<file path="src/rtl/gost_sbox_pkg.sv">
// Shared constants and state encoding for the GOST 28147-89 S-box controller.
package gost_sbox_pkg;

    localparam int ROWS         = 16;
    localparam int ROW_W        = 4;
    localparam int NBOX_DEFAULT = 8;

    typedef enum logic [1:0] {
        EMPTY = 2'd0,
        LOAD  = 2'd1,
        READY = 2'd2
    } state_e;

endpackage

</file>
<file path="src/rtl/ram16x4bit.sv">
// 16x4 single-port RAM primitive: CEN=1 enables access, WEN=1 writes D, WEN=0 reads into Q.
module ram16x4bit (
    input  logic       CLK,
    input  logic       CEN,
    input  logic       WEN,
    input  logic [3:0] A,
    input  logic [3:0] D,
    output logic [3:0] Q
);

    logic [3:0] mem_q [16];

    // NOTE: storage arrays carry no reset; contents are defined only by writes.
    always_ff @(posedge CLK) begin
        if (CEN) begin
            if (WEN) begin
                mem_q[A] <= D;
            end else begin
                Q <= mem_q[A];
            end
        end
    end

endmodule

</file>
<file path="src/rtl/gost_sbox_ctrl.sv">
// GOST S-box controller: sequences 16-row table loads and 1-cycle pipelined lookups
// over NBOX ram16x4bit instances. Optional lock feature: define GOST_SBOX_LOCK_EN.
module gost_sbox_ctrl
    import gost_sbox_pkg::*;
#(
    parameter int NBOX = NBOX_DEFAULT
) (
    input  logic              CLK,
    input  logic              RST_N,
`ifdef GOST_SBOX_LOCK_EN
    input  logic              lock,
`endif
    input  logic              load_start,
    input  logic              load_valid,
    input  logic [4*NBOX-1:0] load_data,
    output logic              load_ready,
    input  logic              sub_valid,
    input  logic [4*NBOX-1:0] sub_in,
    output logic              sub_ready,
    output logic              out_valid,
    output logic [4*NBOX-1:0] sub_out,
    output logic              loaded,
    output logic              busy
);

    localparam int W = 4 * NBOX;

    state_e           state_q, state_d;
    logic [ROW_W-1:0] row_q, row_d;
    logic             out_valid_q;
    logic             start_eff;
    logic             wr_fire;
    logic             rd_fire;
    logic             ram_cen;
    logic [W-1:0]     ram_q;

`ifdef GOST_SBOX_LOCK_EN
    logic locked_q, locked_d;

    // Once locked, the table is frozen until reset and lookups never stall.
    assign start_eff = load_start & ~locked_q;
`else
    assign start_eff = load_start;
`endif

    assign load_ready = (state_q == LOAD)  & ~start_eff;
    assign sub_ready  = (state_q == READY) & ~start_eff;
    assign wr_fire    = load_valid & load_ready;
    assign rd_fire    = sub_valid & sub_ready;
    assign ram_cen    = wr_fire | rd_fire;

    assign loaded    = (state_q == READY);
    assign busy      = (state_q == LOAD);
    assign out_valid = out_valid_q;
    assign sub_out   = out_valid_q ? ram_q : '0;

    // NOTE: every always_comb output gets a default first so no latch is inferred.
    always_comb begin
        state_d = state_q;
        row_d   = row_q;
`ifdef GOST_SBOX_LOCK_EN
        locked_d = locked_q | ((state_q == READY) & lock);
`endif
        if (start_eff) begin
            state_d = LOAD;
            row_d   = '0;
        end else if (state_q == LOAD && wr_fire) begin
            row_d = row_q + 1'b1;
            if (row_q == ROW_W'(ROWS - 1)) begin
                state_d = READY;
            end
        end
    end

    // NOTE: synchronous reset; sequential state uses non-blocking assignments only.
    always_ff @(posedge CLK) begin
        if (!RST_N) begin
            state_q     <= EMPTY;
            row_q       <= '0;
            out_valid_q <= 1'b0;
`ifdef GOST_SBOX_LOCK_EN
            locked_q    <= 1'b0;
`endif
        end else begin
            state_q     <= state_d;
            row_q       <= row_d;
            out_valid_q <= rd_fire;
`ifdef GOST_SBOX_LOCK_EN
            locked_q    <= locked_d;
`endif
        end
    end

    // Writes address by row counter; lookups address each box by its own nibble.
    for (genvar g = 0; g < NBOX; g++) begin : g_box
        ram16x4bit u_box (
            .CLK (CLK),
            .CEN (ram_cen),
            .WEN (wr_fire),
            .A   (wr_fire ? row_q : sub_in[4*g +: 4]),
            .D   (load_data[4*g +: 4]),
            .Q   (ram_q[4*g +: 4])
        );
    end

endmodule

</file>
<file path="config.mk">
export PLATFORM = sky130hd
export DESIGN_NAME = gost_sbox_ctrl
export DESIGN_NICKNAME = d
export VERILOG_FILES = /design/src/rtl/gost_sbox_pkg.sv /design/src/rtl/ram16x4bit.sv /design/src/rtl/gost_sbox_ctrl.sv
export SDC_FILE = /design/constraint.sdc
export NUM_CORES = 1
export LEC_CHECK = 0
export ABC_AREA = 1
export CELL_PAD_IN_SITES_DETAIL_PLACEMENT = 1
export CELL_PAD_IN_SITES_GLOBAL_PLACEMENT = 2
export CORE_UTILIZATION = 42
export CTS_CLUSTER_SIZE = 10
export DETAILED_ROUTE_END_ITERATION = 8
export DONT_BUFFER_PORTS = 1
export GPL_ROUTABILITY_DRIVEN = 0
export PLACE_DENSITY = 0.87
export SYNTH_ARGS = -nofsm -noshare
export SYNTH_HDL_FRONTEND = slang
export SYNTH_HIERARCHICAL = 1
export SYNTH_SLANG_ARGS = --single-unit
</file>
<file path="constraint.sdc">
create_clock -name CLK -period 2.79 [get_ports CLK]
set_input_delay 0.4185 -clock CLK [delete_from_list [all_inputs] [get_ports CLK]]
set_output_delay 0.4185 -clock CLK [all_outputs]
set_load 0.05 [all_outputs]
</file>
# Word level (Yosys, flattened, before mapping)
# Memory sizes are Yosys's and may differ from the RTL's. A register that Yosys moved wholly into a read port is not among the register bits.
# Cells that the tools add are included.
[totals]
reg_bits = 7
mem_bits_rw = 512
inputBits = 69
output_inout_bits = 37
word_cells = 46
n_memories = 8
[memory_table]
columns = ["memory", "words", "word_bits", "rd", "rd_ports_with_merged_regs", "wr", "line", "source"]
rows = [
  ["g_box[0].u_box.mem_q", 16, 4, 1, 1, 1, "ram16x4bit.sv:11", "logic [3:0] mem_q [16];"],
  ["g_box[1].u_box.mem_q", 16, 4, 1, 1, 1, "ram16x4bit.sv:11", ""],
  ["g_box[2].u_box.mem_q", 16, 4, 1, 1, 1, "ram16x4bit.sv:11", ""],
  ["g_box[3].u_box.mem_q", 16, 4, 1, 1, 1, "ram16x4bit.sv:11", ""],
  ["g_box[4].u_box.mem_q", 16, 4, 1, 1, 1, "ram16x4bit.sv:11", ""],
  ["g_box[5].u_box.mem_q", 16, 4, 1, 1, 1, "ram16x4bit.sv:11", ""],
  ["2 more memories", "n/a", "n/a", "n/a", "n/a", "n/a", "n/a", ""],
]
[classes]
add_sub_neg = 1
n_eq_ne = 3
mux = 15
bitwise = 8
n_reduce_logical = 7
[op_table]
columns = ["op", "n"]
rows = [
  ["$mux W32", 1],
  ["$mux W4", 8],
  ["$mux W1", 6],
  ["$reduce_and A2 Y1", 3],
  ["$add A4 B1 Y4 const B", 1],
  ["$and A1 B1 Y1", 4],
  ["$eq A4 B4 Y1 const B", 1],
  ["$reduce_bool A2 Y1", 2],
  ["$not A1 Y1", 3],
  ["$eq A2 B1 Y1 const B", 1],
  ["$eq A2 B2 Y1 const B", 1],
  ["$reduce_or A2 Y1", 1],
  ["$logic_and A1 B1 Y1", 1],
  ["$or A1 B1 Y1", 1],
]

# Depth between registers and ports, before layout
# Gate-level depths: netlist of the first run.
[depth]
depth_word = 6
mapped_depth = 18
ltp_nobuf = 15

# By module
# The synthesis of the first run kept the hierarchy.
[by_module_without_submodules]
columns = ["mod", "n_inst", "cells_per_inst", "area_per_inst_um2", "seq_area_each_um2"]
rows = [
  ["ram16x4bit", 8, 293, 3020.4, 2042.0],
  ["gost_sbox_ctrl", 1, 187, 865.8, 140.1],
]

# Worst setup path before layout of the first run
# No wires, ideal clock.
[synth_path]
path_type = "input -> register"
from = "input load_start"
to = "memory g_box[0].u_box.mem_q[6][0] (enable)"
setup_time_ns = 0.329
arrival_time_ns = 2.585
required_time_ns = 2.461
path_slack_ns = -0.125
stages = 7
n_path_buf = 0
path_cell_list = "nor3_1 > nand2_1 > nand2_1 > nand2_1 > inv_1 > nand3_1 > nor2_1"
[synth_via]
elab_chain_cells = 6
word_cells_on_any_way = 10
classes_between = "4 x mux; 6 x bitwise"
[synth_rtl]
columns = ["item", "line", "source"]
rows = [
  ["start, declared", "gost_sbox_ctrl.sv:13", "input logic load_start,"],
  ["$not A1 Y1 *", "gost_sbox_ctrl.sv:46, gost_sbox_ctrl.sv:47", ""],
  ["$and A1 B1 Y1, on equally long branches", "gost_sbox_ctrl.sv:46, gost_sbox_ctrl.sv:47", ""],
  ["$and A1 B1 Y1, on equally long branches", "gost_sbox_ctrl.sv:48, gost_sbox_ctrl.sv:49", ""],
  ["$or A1 B1 Y1 *", "gost_sbox_ctrl.sv:50", "assign ram_cen = wr_fire | rd_fire;"],
  ["via ram_cen", "gost_sbox_ctrl.sv:34", "logic ram_cen;"],
  ["$mux W1 *", "ram16x4bit.sv:15", "if (CEN) begin"],
  ["$mux W1 (implied by the code) *", "ram16x4bit.sv:17", "mem_q[A] <= D;"],
  ["end, declared", "ram16x4bit.sv:11", ""],
]
# The timed path passes the listed nets; every way through them passes the cells marked *.

# Worst setup path after layout of the first run
[layout_path]
from = "register state_q[0]"
to = "memory g_box[7].u_box.mem_q[10][2] (enable)"
[layout_via]
elab_chain_cells = 6
word_cells_on_any_way = 11
classes_between = "2 x eq/ne; 4 x mux; 5 x bitwise"
[layout_rtl]
columns = ["item", "line", "source"]
rows = [
  ["start, declared", "gost_sbox_ctrl.sv:28", "state_e state_q, state_d;"],
  ["start signal, assigned", "gost_sbox_ctrl.sv:85", "state_q <= state_d;"],
  ["$eq A2 B1 Y1 or $eq A2 B2 Y1 (tied branches)", "gost_sbox_ctrl.sv:46, gost_sbox_ctrl.sv:47", ""],
  ["$and A1 B1 Y1, on equally long branches", "gost_sbox_ctrl.sv:46, gost_sbox_ctrl.sv:47", ""],
  ["$and A1 B1 Y1, on equally long branches", "gost_sbox_ctrl.sv:48, gost_sbox_ctrl.sv:49", ""],
  ["$mux W1 or $or A1 B1 Y1 (tied branches)", "ram16x4bit.sv:16, gost_sbox_ctrl.sv:50", ""],
  ["$mux W1", "ram16x4bit.sv:15", ""],
  ["$mux W1 (implied by the code)", "ram16x4bit.sv:17", ""],
  ["end, declared", "ram16x4bit.sv:11", ""],
]
# Parallel ways exist; a longest one is shown, timed or not.

==> results of run 1 <==
[sequential cells by signal (all words and copies together), names as in the netlist]
| name | count |
|---|---|
| row_q | 4 |
| g_box.u_box/Q | 32 |
| g_box.u_box/mem_q | 512 |
| state_q | 2 |
| out_valid | 1 |
[routing by layer]
metal / global-route usage / vias up / share of wire
met1: 0.265 / 8231 / 0.43
met4: 0.0661 / 8 / 0.019
li1: - / 8148 / -
met3: 0.0370 / 98 / 0.040
met5: 0 / - / 0.0011
met2: 0.375 / 256 / 0.51
[area by class of cell]
| type | instances | area, um^2 | share of cell area |
|---|---|---|---|
| well taps | 773 | 967 | 0.0347 |
| multi-input cells | 1718 | 7090 | 0.254 |
| flip-flops and latches | 551 | 16500 | 0.591 |
| clock inverters | 15 | 101 | 0.00364 |
| repair buffers | 82 | 728 | 0.0261 |
| inverters | 176 | 726 | 0.0260 |
| diodes | 6 | 15.0 | 0.000539 |
| clock buffers | 78 | 1760 | 0.0632 |
[cell usage in the layout, fill, tap and decap left out]
master / Yosys / layout
clkbuf_1: 3 / 9
nand4_1: 1 / 1
inv_1: 159 / 159
ha_1: 1 / 1
inv_2: 9 / 7
edfxtp_1: 544 / 544
clkinv_1: 0 / 6
nand3_1: 34 / 32
buf_12: 16 / 2
dlygate4sd3_1: 0 / 35
nor2_2: 1 / 52
nand2_2: 162 / 165
xor2_1: 1 / 1
nor2_1: 160 / 109
clkbuf_16: 0 / 69
nor3_2: 0 / 1
inv_4: 0 / 2
buf_4: 32 / 45
dfxtp_1: 7 / 6
clkinv_2: 0 / 4
dfxtp_2: 0 / 1
nand3_2: 0 / 2
nand2_1: 1351 / 1348
clkinv_8: 0 / 2
inv_8: 8 / 8
o21ai_0: 1 / 1
inv_6: 0 / 3
nor3_4: 1 / 1
a21oi_1: 4 / 4
diode_2: 0 / 6
[timing repair]
item	CTS	global route
hold endpoints to repair	514	0
hold buffers	35	0
gates resized for setup	0	60
setup endpoints to repair	0	242
[worst min-delay path by stage]
stage,startpoint,endpoint,slack [ns],cells past startpoint
final,sub_valid,out_valid,0.05,2
after global routing,load_valid,state_q[1],0.04,2
after CTS,sub_valid,out_valid,0.02,2
after detailed placement,state_q[1],state_q[1],0.50,2
after global placement,state_q[0],state_q[0],0.49,2
after floorplan,state_q[1],state_q[1],0.46,2
[metrics by stage]
step	setup WS [ns]	setup TNS [ns]	utilization	hold slack (ns)	cell area, um^2
final	0.0594	0	0.473	0.0537	27900
after global routing	-0.0581	-1.24	0.473	0.0378	27900
after detailed placement	0.0423	0	0.433	0.504	25500
after floorplan	0.217	0	-	0.460	25000
after global placement	0.186	0	0.433	0.486	25500
after CTS	0.0158	0	0.470	0.0217	27700
[kinds of logic after synthesis]
| family | after synthesis | share of synthesized area |
|---|---|---|
| fa+ha+maj | 1 | 0.000500 |
| flops | 551 | 0.658 |
| simple gates | 1711 | 0.275 |
| compound gates | 5 | 0.00100 |
| buf+inv | 262 | 0.0646 |
| xor+xnor | 1 | 0.000350 |
[power groups by stage]
stage | Combinational [mW] | Clock (mW) | Sequential [mW]
after floorplan | 0.893 | 0 | 9.31
after global placement | 1.02 | 0 | 9.31
after detailed placement | 1.05 | 0 | 9.31
after CTS | 1.24 | 7.77 | 9.14
after global routing | 1.40 | 8.03 | 9.14
final | 1.24 | 7.55 | 9.14
[worst reg2reg max path: stages, from the launching register on]
cell	delay (ns)
dfxtp_1	0.39
nand2_1	0.15
nor2_2	0.14
nand2_2	0.08
buf_12	0.19
nand2_1	0.15
nand2_1	0.10
buf_12	0.22
inv_8	0.25
nand3_1	0.29
nor2_1	0.41
[synth_stat cells]
| master | n | area [um^2] |
|---|---|---|
| nand2_1 | 1351 | 5070 |
| edfxtp_1 | 544 | 16300 |
| nand2_2 | 162 | 1010 |
| nor2_1 | 160 | 601 |
| inv_1 | 159 | 597 |
| nand3_1 | 34 | 170 |
| buf_4 | 32 | 240 |
| buf_6 | 24 | 270 |
| buf_12 | 16 | 320 |
| buf_2 | 11 | 55.1 |
| inv_2 | 9 | 33.8 |
| inv_8 | 8 | 90.1 |
| dfxtp_1 | 7 | 140 |
| a21oi_1 | 4 | 20.0 |
| clkbuf_1 | 3 | 11.3 |
| ha_1 | 1 | 12.5 |
| nand4_1 | 1 | 6.26 |
| nor2_2 | 1 | 6.26 |
| nor3_1 | 1 | 5.00 |
| nor3_4 | 1 | 16.3 |
| o21ai_0 | 1 | 5.00 |
| xor2_1 | 1 | 8.76 |
==> impl_metrics.json, run 1 <==
{
  "startpoint": "state_q[0]",
  "hold_class": "in2reg",
  "antenna_found_initial": 10,
  "status": "finished, final reports clean",
  "seqPwrFrac": 0.510,
  "avgSynthCellArea_um2": 9.89,
  "r2r_cells": 10,
  "endpoint_kind": "flip-flop",
  "crit_chain": "nand2_1 -> nor2_2 -> nand2_2 -> buf_12 -> nand2_1 -> nand2_1 -> buf_12 -> inv_8 -> nand3_1 -> nor2_1",
  "wl_per_cell_um": 18.6,
  "ys_warn_count": 6,
  "dr.pass1.iters": 4,
  "drc": 0,
  "place_hpwl_um": 42600,
  "power.density_mw_per_mm2": 644,
  "swShare": 0.225,
  "dieWidth_um": 246,
  "fillers": 6516,
  "layout-drive-gt1-share": 0.139,
  "power.switching_mw": 4.04,
  "cts.htree.levels": 3,
  "maxCapViolCount": 0,
  "drt-total-wl_um": 63200,
  "syn_inst": 2531,
  "rr_startpoint": "state_q[0]",
  "synthToLayoutAreaGrowth_pct": 11.3,
  "postCtsSetupBuffers": 0,
  "cts-buffers-inserted": 67,
  "timing.rr.end": "g_box[7].u_box/mem_q[10][2]",
  "cts-root-buf": "clkbuf_16",
  "die_height_um": 246,
  "slew_viol_final": 0,
  "cp.arrival_ns": 2.96,
  "fin_crit_sh": 0.979,
  "io_buffers": 0,
  "core_area_mm2": 0.0589,
  "grt_max_degree": 37,
  "clk_latency_ns": 0.59,
  "path_max_fanout": 36,
  "seq_area_frac_synth": 0.658,
  "pwr-share-comb": 0.069,
  "cp.depth": 10,
  "yosys_register_bits": 551,
  "io_pins": 106,
  "cp_slowest_cell": "nor2_1",
  "timing.slew.headroom": 0.409,
  "drt-vias-per-instance": 4.93,
  "peakVddDrop_mv": 0.433,
  "drt_iter0_drc": 716,
  "ant_nets": 0,
  "yosysUniqueCellTypes": 22,
  "p_leak_nw": 11.8,
  "hold_viol": 0,
  "grt_setup_unrepaired": "yes",
  "worst_slew_pin_slew_ns": 0.883,
  "path_buf_inv": 3,
  "num_vias": 16700,
  "final_cells": 3399,
  "path_common_cell": "nand2_1",
  "grt_remaining_overflow": 0,
  "die_area_mm2": 0.0606,
  "clkTransAtPathRegs_ns": 0.06,
  "dp_cells": 3265,
  "final-setup-viol-count": 0,
  "rows": 89,
  "grt_pass1_wl_um": 99200,
  "min_period_ns": 2.73,
  "endpoint": "g_box[7].u_box/mem_q[10][2]",
  "grt_pass1_vias": 18100,
  "nets": 2666,
  "cts_buffer_depth": 3,
  "cp.required_ns": 3.02,
  "synth_fp_nets": 2601,
  "worst_path_dominant_cell_family": "simple AND/OR/NAND/NOR gates",
  "fmax_ghz": 0.366,
  "fin_worst_skew_ns": 0.0216,
  "design_power_total_mw": 17.9,
  "clock_sinks": 551,
  "synth_area_mm2": 0.0250,
  "cts_tree": "done",
  "reg2reg_slack_ns": 0.06,
  "start_util": 0.425,
  "max_stage_delay_ns": 0.41,
  "internal_power_mw": 13.9,
  "p_clk_frac": 0.421,
  "startpoint_type": "flip-flop",
  "critPathKind": "reg2reg",
  "grt_use_total": 0.213
}
No activity file was read; power rests on OpenSTA's default activity.
==> run 2: changes to the inputs <==
Settings changed: CORE_MARGIN set to 2.
==> run 2 against run 1 <==
Compared with the run above:
- utilization about the same
- setup slack improved by 0.020 ns
- flip-flop and latch count unchanged
- global-route usage decreased by 0.11 points
- clock skew decreased by 0.0050 ns
- maximum frequency increased by 0.74%
- critical path depth unchanged
- register-to-register slack improved by 0.02 ns
- non-clock buffer count increased by 3
- largest power group unchanged
==> impl_metrics.json, run 2 (synthesis results as in run 1) <==
{
  "status": "finished, final reports clean",
  "hp-start": "sub_valid",
  "timing.slew.headroom": 0.404,
  "fin_worst_skew_ns": 0.0166,
  "startpoint_type": "flip-flop",
  "fin_crit_sh": 0.972,
  "critPathKind": "reg2reg",
  "layout-drive-gt1-share": 0.128,
  "min_period_ns": 2.71,
  "synthToLayoutAreaGrowth_pct": 11.5,
  "cp.arrival_ns": 2.97,
  "drc": 0,
  "final_cell_mix": "nand2_1, edfxtp_1, nand2_2",
  "worst_slew_pin_slew_ns": 0.891,
  "rows": 89,
  "nets": 2669,
  "reg_top3": "g_box.u_box/mem_q (512), g_box.u_box/Q (32), row_q (4)",
  "drt_iter0_drc": 820,
  "grt_pass1_vias": 17400,
  "grt_use_total": 0.212,
  "place_ws_ns": -0.104,
  "peakVddDrop_mv": 0.443,
  "grt_remaining_overflow": 0,
  "dieWidth_um": 248,
  "cp.required_ns": 3.05,
  "cts.htree.levels": 3,
  "grt_pass1_wl_um": 98800,
  "p_leak_nw": 11.9,
  "startpoint": "state_q[1]",
  "num_vias": 16700,
  "final_common_cell": "nand2_1",
  "design_power_total_mw": 18.0,
  "cts-root-buf": "clkbuf_16",
  "path_max_fanout": 34,
  "slew_viol_final": 0,
  "core_area_mm2": 0.0590,
  "antenna_found_initial": 4,
  "die_height_um": 248,
  "fin_ws_ns": 0.0794,
  "clock_sinks": 551,
  "final_cells": 3408,
  "dp_cells": 3265,
  "drt-total-wl_um": 63700,
  "maxCapViolCount": 0,
  "die_area_mm2": 0.0616,
  "dr.pass1.iters": 5,
  "drt-vias-per-instance": 4.89,
  "rr_startpoint": "state_q[1]",
  "hold_viol": 0,
  "fin_hold_ws_ns": 0.0400,
  "power.density_mw_per_mm2": 643,
  "cts_buffer_depth": 3,
  "ant_nets": 0,
  "cts_tree": "done",
  "grt_max_degree": 36,
  "wl_per_cell_um": 18.7,
  "largest-register": "g_box.u_box/mem_q",
  "io_buffers": 0,
  "fmax_ghz": 0.369,
  "grt_setup_unrepaired": "yes",
  "largest_reg_flops": 512,
  "start_util": 0.424,
  "endpoint_kind": "flip-flop",
  "post-route-util": 0.473,
  "place_hpwl_um": 42800,
  "clkTransAtPathRegs_ns": 0.05,
  "clk_latency_ns": 0.60,
  "final-setup-viol-count": 0,
  "hold_class": "in2reg",
  "io_pins": 106,
  "cts-buffers-inserted": 67
}
-- run 2: area by class of cell --
cell class,count,area (um^2)
Antenna cell,5,12.5
Clock buffer,88,1780
Clock inverter,12,86.3
Fill cell,6567,31100
Inverter,176,732
Multi-Input combinational cell,1718,7030
Sequential cell,551,16500
Tap cell,773,967
Timing Repair Buffer,85,825
-- run 2: stage by stage --
step                      TNS [ns]  cell area, um^2
after CTS                        0            27800
after detailed placement    -0.544            25500
after global routing        -0.566            27900
after floorplan                  0            25000
after global placement           0            25500
final                            0            27900
-- run 2: where the power goes --
part / internal (mW) / switching [mW] / leakage [nW]
Combinational: 0.336 / 0.904 / 6.03
Sequential: 9.14 / 0.00859 / 4.95
Clock: 4.43 / 3.14 / 0.899
Total: 13.9 / 4.05 / 11.9
-- run 2: timing repair --
item	in CTS	in global routing
resized for setup	6	34
hold buffers	36	0
pin swaps	0	1
endpoints found under the hold margin	515	0
setup endpoints to repair	62	396
gates cloned	0	1
setup buffers	0	1
-- run 2: final timing paths --
check                               end  slack (ns)  cells after the start
max          g_box[3].u_box/mem_q[0][0]        0.08                     10
min                           out_valid        0.04                      2
max reg2reg  g_box[3].u_box/mem_q[0][0]        0.08                     10
min reg2reg                  state_q[1]        0.50                      2
-- run 2: critical path, cell delays in order (launching register included) --
cell     delay, ns
dfxtp_1       0.32
inv_2         0.06
nand2_2       0.11
nor3_4        0.06
buf_12        0.14
nand2_4       0.15
buf_4         0.25
nand2_1       0.30
inv_8         0.32
nand3_1       0.29
nor2_1        0.36
-- run 2: metal layers --
layer  track usage  vias to the layer above  wire length (um)
li1              -                     8163                 -
met5             0                        -                33
met4        0.0637                        4              1260
met2         0.353                      274             30400
met1         0.283                     8141             29200
met3        0.0382                       85              2760
==> run 3: changes to the inputs <==
Settings changed: ABC_AREA 1 to unset, CORE_UTILIZATION 42 to 49.
==> run 3 against run 2 <==
Compared with the run above:
- synthesized cell count down 52%
- sequential share of layout area up 5.5 points
- worst hold slack worse by 0.014 ns
- via count down 29%
- critical path depth down 1
- utilization up 10 points
- die area down 24%
- combinational power down 19%
- flip-flop and latch count unchanged
- largest power group unchanged
==> impl_metrics.json, run 3 <==
{
  "ant_nets": 0,
  "netlist_top_cells_count": "edfxtp_1, mux4_2, nand2_1, nor2_1, nand3_1",
  "synth_top_cell_area_share": 0.740,
  "place_hpwl_um": 35300,
  "worst_slew_pin_slew_ns": 0.743,
  "timing.slew.headroom": 0.504,
  "wl_per_cell_um": 26.5,
  "avgSynthCellArea_um2": 18.2,
  "p_leak_nw": 8.25,
  "reg2reg_slack_ns": 0.18,
  "synth_area_mm2": 0.0221,
  "yosysTopAreaCell": "edfxtp_1",
  "nets": 1426,
  "core_area_mm2": 0.0443,
  "drc": 0,
  "dr.pass1.iters": 5,
  "path_buf_inv": 3,
  "internal_power_mw": 13.9,
  "pwr-share-comb": 0.057,
  "seq_area_frac_synth": 0.746,
  "endpoint_kind": "flip-flop",
  "cts_tree": "done",
  "yosysMostFrequentCell": "edfxtp_1",
  "yosysUniqueCellTypes": 29,
  "cts-buffers-inserted": 66,
  "clock_sinks": 551,
  "reg_top3": "g_box.u_box/mem_q (512), g_box.u_box/Q (32), row_q (4)",
  "largest_reg_flops": 512,
  "synth_fp_nets": 1286,
  "crit_chain": "nand4bb_4 -> clkinv_2 -> nand2_1 -> buf_4 -> nand2_1 -> buf_12 -> mux4_2 -> a22oi_1 -> nand3_1",
  "cts_buffer_depth": 3,
  "synth_area_leaders": "edfxtp_1, mux4_2, nand2_1",
  "drt_iter0_drc": 1151,
  "dieWidth_um": 216,
  "peakVddDrop_mv": 0.626,
  "synthToLayoutAreaGrowth_pct": 15.6,
  "startpoint_type": "flip-flop",
  "final_common_cell": "edfxtp_1",
  "largest-register": "g_box.u_box/mem_q",
  "cts.htree.levels": 3,
  "start_util": 0.498,
  "die_area_mm2": 0.0468,
  "grt_pass1_wl_um": 79600,
  "io_pins": 106,
  "seqPwrFrac": 0.519,
  "critPathKind": "reg2reg",
  "postLayoutCellArea_mm2": 0.0255,
  "clkTransAtPathRegs_ns": 0.05,
  "hold_class": "in2reg",
  "maxCapViolCount": 0,
  "drt-vias-per-instance": 5.99,
  "max_stage_delay_ns": 0.54,
  "power.density_mw_per_mm2": 690,
  "clk_latency_ns": 0.59,
  "grt_setup_unrepaired": "yes",
  "hold_viol": 0,
  "cp.required_ns": 3.12,
  "slew_viol_final": 0,
  "io_buffers": 0,
  "swShare": 0.211,
  "die_height_um": 216,
  "path_max_fanout": 12,
  "syn_inst": 1216,
  "layout-drive-gt1-share": 0.220,
  "cts-root-buf": "clkbuf_16",
  "rows": 77,
  "grt_max_degree": 41,
  "ys_warn_count": 6,
  "cp_slowest_cell": "mux4_2",
  "grt_remaining_overflow": 0,
  "num_vias": 11800,
  "status": "finished, final reports clean",
  "path_common_cell": "nand2_1",
  "fin_worst_skew_ns": 0.0138,
  "min_period_ns": 2.61,
  "antenna_found_initial": 10,
  "drt-total-wl_um": 52400,
  "synthArstFlopShare": 0,
  "place_ws_ns": 0.106,
  "fin_crit_sh": 0.936,
  "final-setup-viol-count": 0,
  "cp.arrival_ns": 2.94,
  "final_cell_mix": "edfxtp_1, mux4_2, nand2_1",
  "synth_enable_flop_cells": 544,
  "yosys_register_bits": 551,
  "fin_ws_ns": 0.179,
  "synth_ff_type": "edfxtp_1",
  "p_clk_frac": 0.423,
  "fmax_ghz": 0.383,
  "worst_path_dominant_cell_family": "simple AND/OR/NAND/NOR gates",
  "placed_cell_area_mm2": 0.0233,
  "power.switching_mw": 3.72,
  "fillers": 3895,
  "grt_pass1_vias": 12600,
  "grt_use_total": 0.229
}
-- run 3: changes by cell type in the layout (fill, tap and decap cells not counted), moves of 18 or more --
cell	change
nand3_1	+36
nor2_2	-18
nor3_1	+32
a22oi_1	+32
mux4_2	+128
buf_4	+42
nor2b_1	+26
inv_1	-158
nor2_1	-36
nand2_2	-164
and2_1	+32
nand2_1	-1226
-- run 3: kinds of logic after synthesis --
logic type                 synth area share
buffers and inverters                0.0139
DFF                                   0.746
xor gates and xnor gates           0.000397
muxes                                 0.131
and+or+nand+nor                      0.0959
AOI/OAI and AO/OA                    0.0127
adders and majority gates          0.000566
-- run 3: metal layers --
metal,GRT usage,up-vias,part of all wire
met5,0,-,0.0013
met2,0.380,426,0.50
met1,0.310,6188,0.41
li1,-,5115,-
met4,0.0696,10,0.023
met3,0.0469,96,0.060
-- run 3: worst paths after layout --
check	from	end	depth (start not counted)
setup / recovery	state_q[1]	g_box[1].u_box/Q[3]	9
hold / removal	RST_N	out_valid	1
setup reg to reg	state_q[1]	g_box[1].u_box/Q[3]	9
hold reg to reg	row_q[1]	row_q[1]	2
-- run 3: power groups by stage --
stage | Combinational [mW] | Clock, mW | Sequential (mW)
after floorplan | 0.613 | 0 | 9.31
after global placement | 0.823 | 0 | 9.32
after detailed placement | 0.855 | 0 | 9.32
after CTS | 1.02 | 7.61 | 9.15
after global routing | 1.09 | 7.90 | 9.15
final | 1.01 | 7.45 | 9.15
-- run 3: cell type report --
type	instances	area (um^2)	share of cell area
antenna	5	12.5	0.000490
clock buffer	80	1730	0.0676
clock inverter	10	88.8	0.00348
inverter	2	8.76	0.000343
multi-input combinational	608	5320	0.209
sequential	551	16500	0.646
tap	592	741	0.0290
timing repair buffer	127	1140	0.0448
-- run 3: worst reg2reg max path: cells and delay by family (launching register included) --
kind	cells	cell delay, ns
muxes	1	0.54
buffers and inverters	3	0.52
DFF	1	0.31
and+or+nand+nor	4	0.72
AOI/OAI and AO/OA	1	0.27
-- run 3: per-stage QoR --
step	setup TNS, ns	hold WS, ns	instances	util	power, mW
detailed placement	0	0.510	1844	0.526	10.2
global route	-0.107	0.0195	1973	0.576	18.1
finish	0	0.0261	1975	0.576	17.6
CTS	0	0.00431	1970	0.575	17.8
floorplan	0	0.466	1216	-	9.92
global placement	0	0.507	1844	0.526	10.1
-- run 3: timing repair --
action / CTS / global route
setup endpoints to repair: 0 / 24
hold buffers: 36 / 0
hold endpoints to repair: 514 / 0
gates resized for setup: 0 / 3
setup buffers: 0 / 0
